## src/rtl/cpu_pkg.sv

```systemverilog
// Shared pipeline types: widths, ALU opcodes, forward-select encoding, ID/EX payloads.
package cpu_pkg;

  localparam int unsigned XLEN    = 32;
  localparam int unsigned RAW     = 5;
  localparam int unsigned ALUOP_W = 5;

  localparam logic [ALUOP_W-1:0] ALUOP_NOP = 5'b00000;
  localparam logic [ALUOP_W-1:0] ALUOP_ADD = 5'b00001;
  localparam logic [ALUOP_W-1:0] ALUOP_SUB = 5'b00010;

  typedef enum logic [1:0] {
    FWD_RF    = 2'd0,
    FWD_EXMEM = 2'd1,
    FWD_MEMWB = 2'd2
  } fwd_sel_e;

  // Control half of the ID/EX register; all-zero is a bubble
  typedef struct packed {
    logic               valid;
    logic               reg_write;
    logic               mem_read;
    logic               mem_write;
    logic               mem_to_reg;
    logic               alu_src;
    logic [ALUOP_W-1:0] alu_op;
  } ex_ctrl_t;

  typedef struct packed {
    logic [RAW-1:0]  rs1;
    logic [RAW-1:0]  rs2;
    logic [RAW-1:0]  rd;
    logic [XLEN-1:0] rs1_data;
    logic [XLEN-1:0] rs2_data;
    logic [XLEN-1:0] imm;
  } ex_data_t;

  localparam ex_ctrl_t CTRL_BUBBLE = '0;

endpackage

```

## src/rtl/id_ex_stage_if.sv

```systemverilog
// ID/EX stage bus: decoded ID inputs, pipeline control, forward sources and EX outputs.
interface id_ex_stage_if;

  logic                          id_valid;
  logic [cpu_pkg::RAW-1:0]       id_rs1;
  logic [cpu_pkg::RAW-1:0]       id_rs2;
  logic                          id_uses_rs1;
  logic                          id_uses_rs2;
  logic [cpu_pkg::XLEN-1:0]      id_rs1_data;
  logic [cpu_pkg::XLEN-1:0]      id_rs2_data;
  logic [cpu_pkg::XLEN-1:0]      id_imm;
  logic [cpu_pkg::RAW-1:0]       id_rd;
  logic [cpu_pkg::ALUOP_W-1:0]   id_alu_op;
  logic                          id_alu_src;
  logic                          id_reg_write;
  logic                          id_mem_read;
  logic                          id_mem_write;
  logic                          id_mem_to_reg;
  logic                          flush;
  logic                          hold;
  logic                          exmem_reg_write;
  logic [cpu_pkg::RAW-1:0]       exmem_rd;
  logic [cpu_pkg::XLEN-1:0]      exmem_result;
  logic                          memwb_reg_write;
  logic [cpu_pkg::RAW-1:0]       memwb_rd;
  logic [cpu_pkg::XLEN-1:0]      memwb_result;
  logic [cpu_pkg::XLEN-1:0]      alu_a;
  logic [cpu_pkg::XLEN-1:0]      alu_b;
  logic [cpu_pkg::ALUOP_W-1:0]   alu_op;
  logic [cpu_pkg::XLEN-1:0]      store_data;
  logic [cpu_pkg::RAW-1:0]       ex_rd;
  logic                          ex_valid;
  logic                          ex_reg_write;
  logic                          ex_mem_read;
  logic                          ex_mem_write;
  logic                          ex_mem_to_reg;
  logic                          stall_id;

  modport master (
    output id_valid, id_rs1, id_rs2, id_uses_rs1, id_uses_rs2, id_rs1_data, id_rs2_data,
           id_imm, id_rd, id_alu_op, id_alu_src, id_reg_write, id_mem_read, id_mem_write,
           id_mem_to_reg, flush, hold, exmem_reg_write, exmem_rd, exmem_result,
           memwb_reg_write, memwb_rd, memwb_result,
    input  alu_a, alu_b, alu_op, store_data, ex_rd, ex_valid, ex_reg_write, ex_mem_read,
           ex_mem_write, ex_mem_to_reg, stall_id
  );

  modport slave (
    input  id_valid, id_rs1, id_rs2, id_uses_rs1, id_uses_rs2, id_rs1_data, id_rs2_data,
           id_imm, id_rd, id_alu_op, id_alu_src, id_reg_write, id_mem_read, id_mem_write,
           id_mem_to_reg, flush, hold, exmem_reg_write, exmem_rd, exmem_result,
           memwb_reg_write, memwb_rd, memwb_result,
    output alu_a, alu_b, alu_op, store_data, ex_rd, ex_valid, ex_reg_write, ex_mem_read,
           ex_mem_write, ex_mem_to_reg, stall_id
  );

endinterface

```

## src/rtl/forward_unit.sv

```systemverilog
// Operand bypass for one source register: EX/MEM beats MEM/WB, x0 never forwarded.
module forward_unit
  import cpu_pkg::*;
(
  input  logic [RAW-1:0]  rs_i,
  input  logic [XLEN-1:0] rf_data_i,
  input  logic            exmem_reg_write_i,
  input  logic [RAW-1:0]  exmem_rd_i,
  input  logic [XLEN-1:0] exmem_result_i,
  input  logic            memwb_reg_write_i,
  input  logic [RAW-1:0]  memwb_rd_i,
  input  logic [XLEN-1:0] memwb_result_i,
  output fwd_sel_e        sel_c_o,
  output logic [XLEN-1:0] data_c_o
);

  always_comb begin
    sel_c_o  = FWD_RF;
    data_c_o = rf_data_i;
    if (exmem_reg_write_i && (exmem_rd_i != '0) && (exmem_rd_i == rs_i)) begin
      sel_c_o  = FWD_EXMEM;
      data_c_o = exmem_result_i;
    end else if (memwb_reg_write_i && (memwb_rd_i != '0) && (memwb_rd_i == rs_i)) begin
      sel_c_o  = FWD_MEMWB;
      data_c_o = memwb_result_i;
    end
  end

endmodule

```

## src/rtl/id_ex_stage.sv

```systemverilog
// ID/EX pipeline register with load-use bubble insertion, flush/hold and operand forwarding.
module id_ex_stage
  import cpu_pkg::*;
(
  input  logic         clk,
  input  logic         rst,
  id_ex_stage_if.slave bus
);

  ex_ctrl_t        ctrl_q, ctrl_d;
  ex_data_t        data_q, data_d;
  ex_ctrl_t        id_ctrl_c;
  logic            load_use_c;
  fwd_sel_e        fwd1_sel_c, fwd2_sel_c;
  logic [XLEN-1:0] fwd1_data_c, fwd2_data_c;

  // An invalid ID slot is captured with all control cleared
  always_comb begin
    id_ctrl_c = CTRL_BUBBLE;
    if (bus.id_valid) begin
      id_ctrl_c.valid      = 1'b1;
      id_ctrl_c.reg_write  = bus.id_reg_write;
      id_ctrl_c.mem_read   = bus.id_mem_read;
      id_ctrl_c.mem_write  = bus.id_mem_write;
      id_ctrl_c.mem_to_reg = bus.id_mem_to_reg;
      id_ctrl_c.alu_src    = bus.id_alu_src;
      id_ctrl_c.alu_op     = bus.id_alu_op;
    end
  end

  assign load_use_c = ctrl_q.valid && ctrl_q.mem_read && (data_q.rd != '0) && bus.id_valid &&
                      ((bus.id_uses_rs1 && (bus.id_rs1 == data_q.rd)) ||
                       (bus.id_uses_rs2 && (bus.id_rs2 == data_q.rd)));

  // Priority: flush > hold > load-use bubble > capture
  always_comb begin
    ctrl_d = ctrl_q;
    data_d = data_q;
    if (bus.flush) begin
      ctrl_d = CTRL_BUBBLE;
    end else if (!bus.hold) begin
      if (load_use_c) begin
        ctrl_d = CTRL_BUBBLE;
      end else begin
        ctrl_d          = id_ctrl_c;
        data_d.rs1      = bus.id_rs1;
        data_d.rs2      = bus.id_rs2;
        data_d.rd       = bus.id_rd;
        data_d.rs1_data = bus.id_rs1_data;
        data_d.rs2_data = bus.id_rs2_data;
        data_d.imm      = bus.id_imm;
      end
    end
  end

  always_ff @(posedge clk) begin
    if (rst) begin
      ctrl_q <= CTRL_BUBBLE;
      data_q <= '0;
    end else begin
      ctrl_q <= ctrl_d;
      data_q <= data_d;
    end
  end

  forward_unit u_fwd_rs1 (
    .rs_i              (data_q.rs1),
    .rf_data_i         (data_q.rs1_data),
    .exmem_reg_write_i (bus.exmem_reg_write),
    .exmem_rd_i        (bus.exmem_rd),
    .exmem_result_i    (bus.exmem_result),
    .memwb_reg_write_i (bus.memwb_reg_write),
    .memwb_rd_i        (bus.memwb_rd),
    .memwb_result_i    (bus.memwb_result),
    .sel_c_o           (fwd1_sel_c),
    .data_c_o          (fwd1_data_c)
  );

  forward_unit u_fwd_rs2 (
    .rs_i              (data_q.rs2),
    .rf_data_i         (data_q.rs2_data),
    .exmem_reg_write_i (bus.exmem_reg_write),
    .exmem_rd_i        (bus.exmem_rd),
    .exmem_result_i    (bus.exmem_result),
    .memwb_reg_write_i (bus.memwb_reg_write),
    .memwb_rd_i        (bus.memwb_rd),
    .memwb_result_i    (bus.memwb_result),
    .sel_c_o           (fwd2_sel_c),
    .data_c_o          (fwd2_data_c)
  );

  // The select encoding has no fourth value
  a_fwd_sel_legal: assert property (@(posedge clk) disable iff (rst)
    (fwd1_sel_c inside {FWD_RF, FWD_EXMEM, FWD_MEMWB}) &&
    (fwd2_sel_c inside {FWD_RF, FWD_EXMEM, FWD_MEMWB}));

  assign bus.alu_a         = fwd1_data_c;
  assign bus.alu_b         = ctrl_q.alu_src ? data_q.imm : fwd2_data_c;
  assign bus.store_data    = fwd2_data_c;
  assign bus.alu_op        = ctrl_q.alu_op;
  assign bus.ex_rd         = data_q.rd;
  assign bus.ex_valid      = ctrl_q.valid;
  assign bus.ex_reg_write  = ctrl_q.reg_write;
  assign bus.ex_mem_read   = ctrl_q.mem_read;
  assign bus.ex_mem_write  = ctrl_q.mem_write;
  assign bus.ex_mem_to_reg = ctrl_q.mem_to_reg;
  // A flush squashes the hazarding instruction, so it never stalls ID
  assign bus.stall_id      = !rst && ((load_use_c && !bus.flush) || bus.hold);

endmodule

```

## src/flat_wrapper.sv

```systemverilog
// flat-port wrapper written by rule: the top's interface ports become plain ports
module id_ex_stage_flat import cpu_pkg::*;
  (clk, rst, bus_id_valid, bus_id_rs1, bus_id_rs2, bus_id_uses_rs1, bus_id_uses_rs2, bus_id_rs1_data, bus_id_rs2_data, bus_id_imm, bus_id_rd, bus_id_alu_op, bus_id_alu_src, bus_id_reg_write, bus_id_mem_read, bus_id_mem_write, bus_id_mem_to_reg, bus_flush, bus_hold, bus_exmem_reg_write, bus_exmem_rd, bus_exmem_result, bus_memwb_reg_write, bus_memwb_rd, bus_memwb_result, bus_alu_a, bus_alu_b, bus_alu_op, bus_store_data, bus_ex_rd, bus_ex_valid, bus_ex_reg_write, bus_ex_mem_read, bus_ex_mem_write, bus_ex_mem_to_reg, bus_stall_id);
  id_ex_stage_if bus_i ();
  input  logic clk;
  input  logic rst;
  input wire logic [$bits(bus_i.id_valid)-1:0] bus_id_valid;
  input wire logic [$bits(bus_i.id_rs1)-1:0] bus_id_rs1;
  input wire logic [$bits(bus_i.id_rs2)-1:0] bus_id_rs2;
  input wire logic [$bits(bus_i.id_uses_rs1)-1:0] bus_id_uses_rs1;
  input wire logic [$bits(bus_i.id_uses_rs2)-1:0] bus_id_uses_rs2;
  input wire logic [$bits(bus_i.id_rs1_data)-1:0] bus_id_rs1_data;
  input wire logic [$bits(bus_i.id_rs2_data)-1:0] bus_id_rs2_data;
  input wire logic [$bits(bus_i.id_imm)-1:0] bus_id_imm;
  input wire logic [$bits(bus_i.id_rd)-1:0] bus_id_rd;
  input wire logic [$bits(bus_i.id_alu_op)-1:0] bus_id_alu_op;
  input wire logic [$bits(bus_i.id_alu_src)-1:0] bus_id_alu_src;
  input wire logic [$bits(bus_i.id_reg_write)-1:0] bus_id_reg_write;
  input wire logic [$bits(bus_i.id_mem_read)-1:0] bus_id_mem_read;
  input wire logic [$bits(bus_i.id_mem_write)-1:0] bus_id_mem_write;
  input wire logic [$bits(bus_i.id_mem_to_reg)-1:0] bus_id_mem_to_reg;
  input wire logic [$bits(bus_i.flush)-1:0] bus_flush;
  input wire logic [$bits(bus_i.hold)-1:0] bus_hold;
  input wire logic [$bits(bus_i.exmem_reg_write)-1:0] bus_exmem_reg_write;
  input wire logic [$bits(bus_i.exmem_rd)-1:0] bus_exmem_rd;
  input wire logic [$bits(bus_i.exmem_result)-1:0] bus_exmem_result;
  input wire logic [$bits(bus_i.memwb_reg_write)-1:0] bus_memwb_reg_write;
  input wire logic [$bits(bus_i.memwb_rd)-1:0] bus_memwb_rd;
  input wire logic [$bits(bus_i.memwb_result)-1:0] bus_memwb_result;
  output wire logic [$bits(bus_i.alu_a)-1:0] bus_alu_a;
  output wire logic [$bits(bus_i.alu_b)-1:0] bus_alu_b;
  output wire logic [$bits(bus_i.alu_op)-1:0] bus_alu_op;
  output wire logic [$bits(bus_i.store_data)-1:0] bus_store_data;
  output wire logic [$bits(bus_i.ex_rd)-1:0] bus_ex_rd;
  output wire logic [$bits(bus_i.ex_valid)-1:0] bus_ex_valid;
  output wire logic [$bits(bus_i.ex_reg_write)-1:0] bus_ex_reg_write;
  output wire logic [$bits(bus_i.ex_mem_read)-1:0] bus_ex_mem_read;
  output wire logic [$bits(bus_i.ex_mem_write)-1:0] bus_ex_mem_write;
  output wire logic [$bits(bus_i.ex_mem_to_reg)-1:0] bus_ex_mem_to_reg;
  output wire logic [$bits(bus_i.stall_id)-1:0] bus_stall_id;
  assign bus_i.id_valid = bus_id_valid;
  assign bus_i.id_rs1 = bus_id_rs1;
  assign bus_i.id_rs2 = bus_id_rs2;
  assign bus_i.id_uses_rs1 = bus_id_uses_rs1;
  assign bus_i.id_uses_rs2 = bus_id_uses_rs2;
  assign bus_i.id_rs1_data = bus_id_rs1_data;
  assign bus_i.id_rs2_data = bus_id_rs2_data;
  assign bus_i.id_imm = bus_id_imm;
  assign bus_i.id_rd = bus_id_rd;
  assign bus_i.id_alu_op = bus_id_alu_op;
  assign bus_i.id_alu_src = bus_id_alu_src;
  assign bus_i.id_reg_write = bus_id_reg_write;
  assign bus_i.id_mem_read = bus_id_mem_read;
  assign bus_i.id_mem_write = bus_id_mem_write;
  assign bus_i.id_mem_to_reg = bus_id_mem_to_reg;
  assign bus_i.flush = bus_flush;
  assign bus_i.hold = bus_hold;
  assign bus_i.exmem_reg_write = bus_exmem_reg_write;
  assign bus_i.exmem_rd = bus_exmem_rd;
  assign bus_i.exmem_result = bus_exmem_result;
  assign bus_i.memwb_reg_write = bus_memwb_reg_write;
  assign bus_i.memwb_rd = bus_memwb_rd;
  assign bus_i.memwb_result = bus_memwb_result;
  assign bus_alu_a = bus_i.alu_a;
  assign bus_alu_b = bus_i.alu_b;
  assign bus_alu_op = bus_i.alu_op;
  assign bus_store_data = bus_i.store_data;
  assign bus_ex_rd = bus_i.ex_rd;
  assign bus_ex_valid = bus_i.ex_valid;
  assign bus_ex_reg_write = bus_i.ex_reg_write;
  assign bus_ex_mem_read = bus_i.ex_mem_read;
  assign bus_ex_mem_write = bus_i.ex_mem_write;
  assign bus_ex_mem_to_reg = bus_i.ex_mem_to_reg;
  assign bus_stall_id = bus_i.stall_id;
  id_ex_stage u_core (.clk(clk), .rst(rst), .bus(bus_i));
endmodule
```

## config.mk

```make
export PLATFORM = sky130hd
export DESIGN_NAME = id_ex_stage_flat
export DESIGN_NICKNAME = d
export VERILOG_FILES = /design/src/rtl/cpu_pkg.sv /design/src/rtl/id_ex_stage_if.sv /design/src/rtl/forward_unit.sv /design/src/rtl/id_ex_stage.sv /design/src/flat_wrapper.sv
export SDC_FILE = /design/constraint.sdc
export NUM_CORES = 1
export LEC_CHECK = 0
export CORE_UTILIZATION = 44
export DETAILED_ROUTE_END_ITERATION = 16
export HOLD_SLACK_MARGIN = 0.08
export MAX_ROUTING_LAYER = met4
export PLACE_DENSITY = 0.9
export SYNTH_ARGS = -nofsm -noshare
export SYNTH_HDL_FRONTEND = slang
export SYNTH_SLANG_ARGS = --single-unit
export TNS_END_PERCENT = 100
```

## constraint.sdc

```tcl
create_clock -name clk -period 2.8 [get_ports clk]
set_input_delay 0.42 -clock clk [delete_from_list [all_inputs] [get_ports clk]]
set_output_delay 0.42 -clock clk [all_outputs]
set_load 0.03 [all_outputs]
```

After elaboration in Yosys (flattened, before gate mapping) --
Cells that the tools add are included.
Storage, ports and cells: bits in registers 122, input bits 204, output and inout bits 112, logic and storage cells 52
Cells by class: equal/unequal tests 6, mux-type cells 7, bitwise logic cells 3, reduce and logical (&&, ||, !) cells 23
Operators by type and width (count):
- $mux W32 | 5
- $eq A5 B5 Y1 | 6
- $mux W11 | 2
- $reduce_bool A5 Y1 | 3
- $logic_and A1 B1 Y1 | 14
- $not A1 Y1 | 3
- $reduce_and A3 Y1 | 1
- $logic_not A1 Y1 | 2
- $logic_or A1 B1 Y1 | 2
- $reduce_or A2 Y1 | 1

Longest topological paths before layout --
word-level depth 7, depth in mapped cells 7, depth with buffers taken out 5

Modules after synthesis --
From an unflattened synthesis, not the netlist that was laid out.
Unflattened totals: cell total of the unflattened synthesis 985, area, all modules 8375.5 um^2
By module, submodules not included:
- id_ex_stage | instances 1, cells an instance 611, area an instance 6043.3 um^2, seq. area each 2442.3 um^2
- forward_unit | instances 2, cells an instance 187, area an instance 1166.1 um^2, seq. area each 0.0 um^2

Worst setup path before layout --
OpenSTA, ideal clock, no wires.
path type input-to-output, start in bus_memwb_rd[0], end out bus_alu_b[11], arrival time 2487 ps, data required time 2380 ps, path slack -107 ps, cell stages on the path 6, buffers on the path 1, path through or4_4 o2111ai_2 clkbuf_2 o21ai_0 a31oi_1 mux2_2
On the way: word-level cells in the longest chain between the ends 6, elaborated cells on any way between the ends 7, those cells by class 1 x eq/ne; 3 x mux; 3 x reduce/logical
Ends and longest elaborated chain:
- from (decl) | line flat_wrapper.sv:28 | input wire logic [$bits(bus_i.memwb_rd)-1:0] bus_memwb_rd;
- $reduce_bool A5 Y1 | line forward_unit.sv:23 | end else if (memwb_reg_write_i && (memwb_rd_i != '0) && (memwb_rd_i == rs_i)) begin
- $logic_and A1 B1 Y1 | line forward_unit.sv:23
- $logic_and A1 B1 Y1 * | line forward_unit.sv:23
- $mux W32 * | line forward_unit.sv:23
- $mux W32 * | line forward_unit.sv:20 | if (exmem_reg_write_i && (exmem_rd_i != '0) && (exmem_rd_i == rs_i)) begin
- via bus_store_data[11] | line flat_wrapper.sv:33 | output wire logic [$bits(bus_i.store_data)-1:0] bus_store_data;
- $mux W32 * | line id_ex_stage.sv:98 | assign bus.alu_b = ctrl_q.alu_src ? data_q.imm : fwd2_data_c;
- to (decl) | line flat_wrapper.sv:31 | output wire logic [$bits(bus_i.alu_b)-1:0] bus_alu_b;
Mark *: on every way through the listed nets, which the timed path passes. The rest lies on a longest branch.

Worst setup path after layout --
start in bus_memwb_rd[0], end out bus_alu_b[19]
On the way: word-level cells in the longest chain between the ends 6, elaborated cells on any way between the ends 7, those cells by class 1 x eq/ne; 3 x mux; 3 x reduce/logical
Ends and longest elaborated chain (line):
- $reduce_bool A5 Y1 | forward_unit.sv:23
- $logic_and A1 B1 Y1 | forward_unit.sv:23
- $logic_and A1 B1 Y1 * | forward_unit.sv:23
- $mux W32 * | forward_unit.sv:23
- $mux W32 * | forward_unit.sv:20
- $mux W32 * | id_ex_stage.sv:98
Mark *: on every way between the ends. The rest lies on a longest branch, timed or not.

==> reports/results.ini <==
[run_status]
status=finished with violations
violations=setup timing

[worst_setup_path]
slowest_stage=or4_4
cp_cell_sequence=buf_8 > or4_4 > buf_6 > o2111a_1 > buf_6 > nand3_1 > a31oi_2 > mux2_2 > buf_4
crit_path_frequent_cell=buf_6
crit_type=in2out
rrSetupSlack_ps=810
worstPathMaxFanout=18
worstSetupEndpointType=output pin
cp.arrival_ps=2380
crit_family=simple AND/OR/NAND/NOR gates
crit_required_ps=2380
cp.buffers_inverters=4
cp-start-kind=input pin
max_stage_delay_ps=530

[sta]
rsz0062_at_grt=yes
fin_crit_sh_pct=100
slew_violations=0
fin_skew_ps=12.6
fin_crit_ps=2800
setup_viol=1
hold_viol=0
worstMarginPinSlew_ps=737
fmax_mhz=357
setup_ws_ps=-2.15
relSlewSlack_pct=50.7

[place]
hpwlAfterDp_um=19600
gp_congestion=0.898
port_buffers=315

[route]
firstDrtPassIters=5
route.detailed.drc=0
ant_nets=0
first_iter_violations=365
wl_um=29500
viasPerCell=5.44
via_count=8146
post_drt_wl_per_cell_um=19.7

[grt]
antenna_found_initial=2
grt_pass1_vias=8169
grt_max_degree=126
grt-ovfl-total=0
grt_use_total_pct=31.5
grt_first_pass_wirelength_um=42800

[floorplan]
initial_core_util_pct=44.9
io_pins=316
core_mm2=0.0173
num_rows=48
dieArea_mm2=0.0182
die_h_um=135
die_width_um=135

[clock_network]
htree_levels=4
clock-root-buffer=clkbuf_16
cts_tree=built
clk_latency_ps=420
clockBufferDepth=2
path_clk_slew_ps=60
cts_buffers=17
cts.sinks=122

[final_layout]
n_fill_cell=1174
post-route-util_pct=75.3
max_flop_register=u_core.data_q
nNetsFinal=1461
largest_reg_flops=106
layout_common_cells=nand2b_1 (222), clkdlybuf4s50_1 (207), buf_4 (157), mux2i_1 (142), dfxtp_1 (116)
drive_above_1_share_pct=28.3
layout_commonest_cell=nand2b_1
syn2layout_area_growth_pct=67.6

[logic_synthesis]
synth_edf_count=0
syn_nets=1109
dominantRegCellSynth=dfxtp_1
synth.distinct_cells=36
ys_warn_count=0
async_reset_ff_share_pct=0
netlist_area_mm2=0.00777
syn_inst=905
synth_seq_area_share_pct=31.4
avgSynthCellArea_um2=8.58
ys_ff_latch=122

[power]
p_leak_nw=4.92
power_mw=5.93
p_per_area_mw_per_mm2=456
vdd_ir_drop_max_mv=0.412

[worst_hold_path]
hp-class=reg2reg

[flow_run]
cap_viol_max_count=0

==> cell type report <==
| cell class | count | area, um^2 | area share (%) |
|---|---|---|---|
| multi-input cells | 691 | 5510 | 42.3 |
| repair buffers | 424 | 4110 | 31.6 |
| flip-flops and latches | 122 | 2450 | 18.9 |
| clock buffers | 18 | 439 | 3.37 |
| well taps | 225 | 282 | 2.16 |
| clock inverters | 14 | 219 | 1.68 |
| diodes | 2 | 5.00 | 0.0384 |
| inverters | 1 | 3.75 | 0.0288 |
==> power breakdown <==
part	internal [mW]	switching, mW	leakage (nW)
clock network	1.61	0.868	0.305
logic	0.807	0.762	3.62
registers	1.82	0.0684	1.00
total	4.24	1.70	4.92
==> stage by stage <==
| step | TNS [ps] | cells | setup WS (ps) | instance area (um^2) | hold WS (ps) |
|---|---|---|---|---|---|
| floorplan | 0 | 905 | 81.0 | 7960 | 445 |
| finish | -2.15 | 1497 | -2.15 | 13000 | 473 |
| detailed placement | -47650 | 1438 | -932 | 11600 | 458 |
| global placement | -43740 | 1438 | -815 | 11600 | 454 |
| global route | -276 | 1497 | -63.3 | 13000 | 489 |
| CTS | -10.6 | 1486 | -10.6 | 12700 | 473 |
==> final timing paths <==
path / from / endpoint / cells past startpoint
worst max-delay path: bus_memwb_rd[0] / bus_alu_b[19] / 9
worst min-delay path: u_core.data_q[52] / u_core.data_q[52] / 2
worst max register to register: u_core.bus.ex_rd[3] / u_core.data_q[34] / 7
worst min register to register: u_core.data_q[52] / u_core.data_q[52] / 2
==> cell usage after synthesis (2+ instances only) <==
master    number  area [um^2]
nand2_1       45          169
o21ai_1       23          115
nor2_1         3         11.3
clkbuf_2       3         15.0
dfxtp_1      122         2440
a21oi_1       11         55.1
nand2b_1     222         1390
nand3_1       37          185
nand4_1        2         12.5
o21a_1        11         82.6
buf_4         10         75.1
buf_6          3         33.8
mux2i_1      143         1430
and2_1        11         68.8
a31oi_1       33          206
o21ai_0       42          210
buf_1          2         7.51
xor2_1         4         35.0
buf_2         17         85.1
nor4_1        32          200
clkbuf_1      56          210
nor4_2         2         25.0
or4_4          2         22.5
xnor2_1       26          228
mux2_2        32          360
==> kinds of logic after synthesis <==
logic type             Yosys count  synth area share [%]
AO/OA/AOI/OAI                  126                  9.44
flip-flops                     122                  31.4
multiplexers                   175                  23.1
XOR/XNOR                        30                  3.38
AND/OR/NAND/NOR                360                  27.1
buffers and inverters           92                  5.54
==> per-layer routing <==
metal | global-route usage (%) | wire length, um | part of all wire [%]
met1 | 34.5 | 11400 | 39
met2 | 54.9 | 14800 | 50
met3 | 7.13 | 2350 | 8.0
met4 | 13.2 | 871 | 3.0
met5 | - | 0 | 0
==> tightest hold or removal path, stage by stage, from the launching register on <==
cell and delay [ps]:
dfxtp_1 310, nand2b_1 60, mux2i_1 60
==> what timing repair did <==
| item | CTS | global route |
|---|---|---|
| endpoints found under the setup margin | 96 | 54 |
| buffers inserted | 14 | 9 |
| gates resized for setup | 110 | 67 |
| hold buffers | 0 | 0 |
| pin swaps | 29 | 27 |
| cloned | 3 | 2 |
No activity file was read; power rests on OpenSTA's default activity.
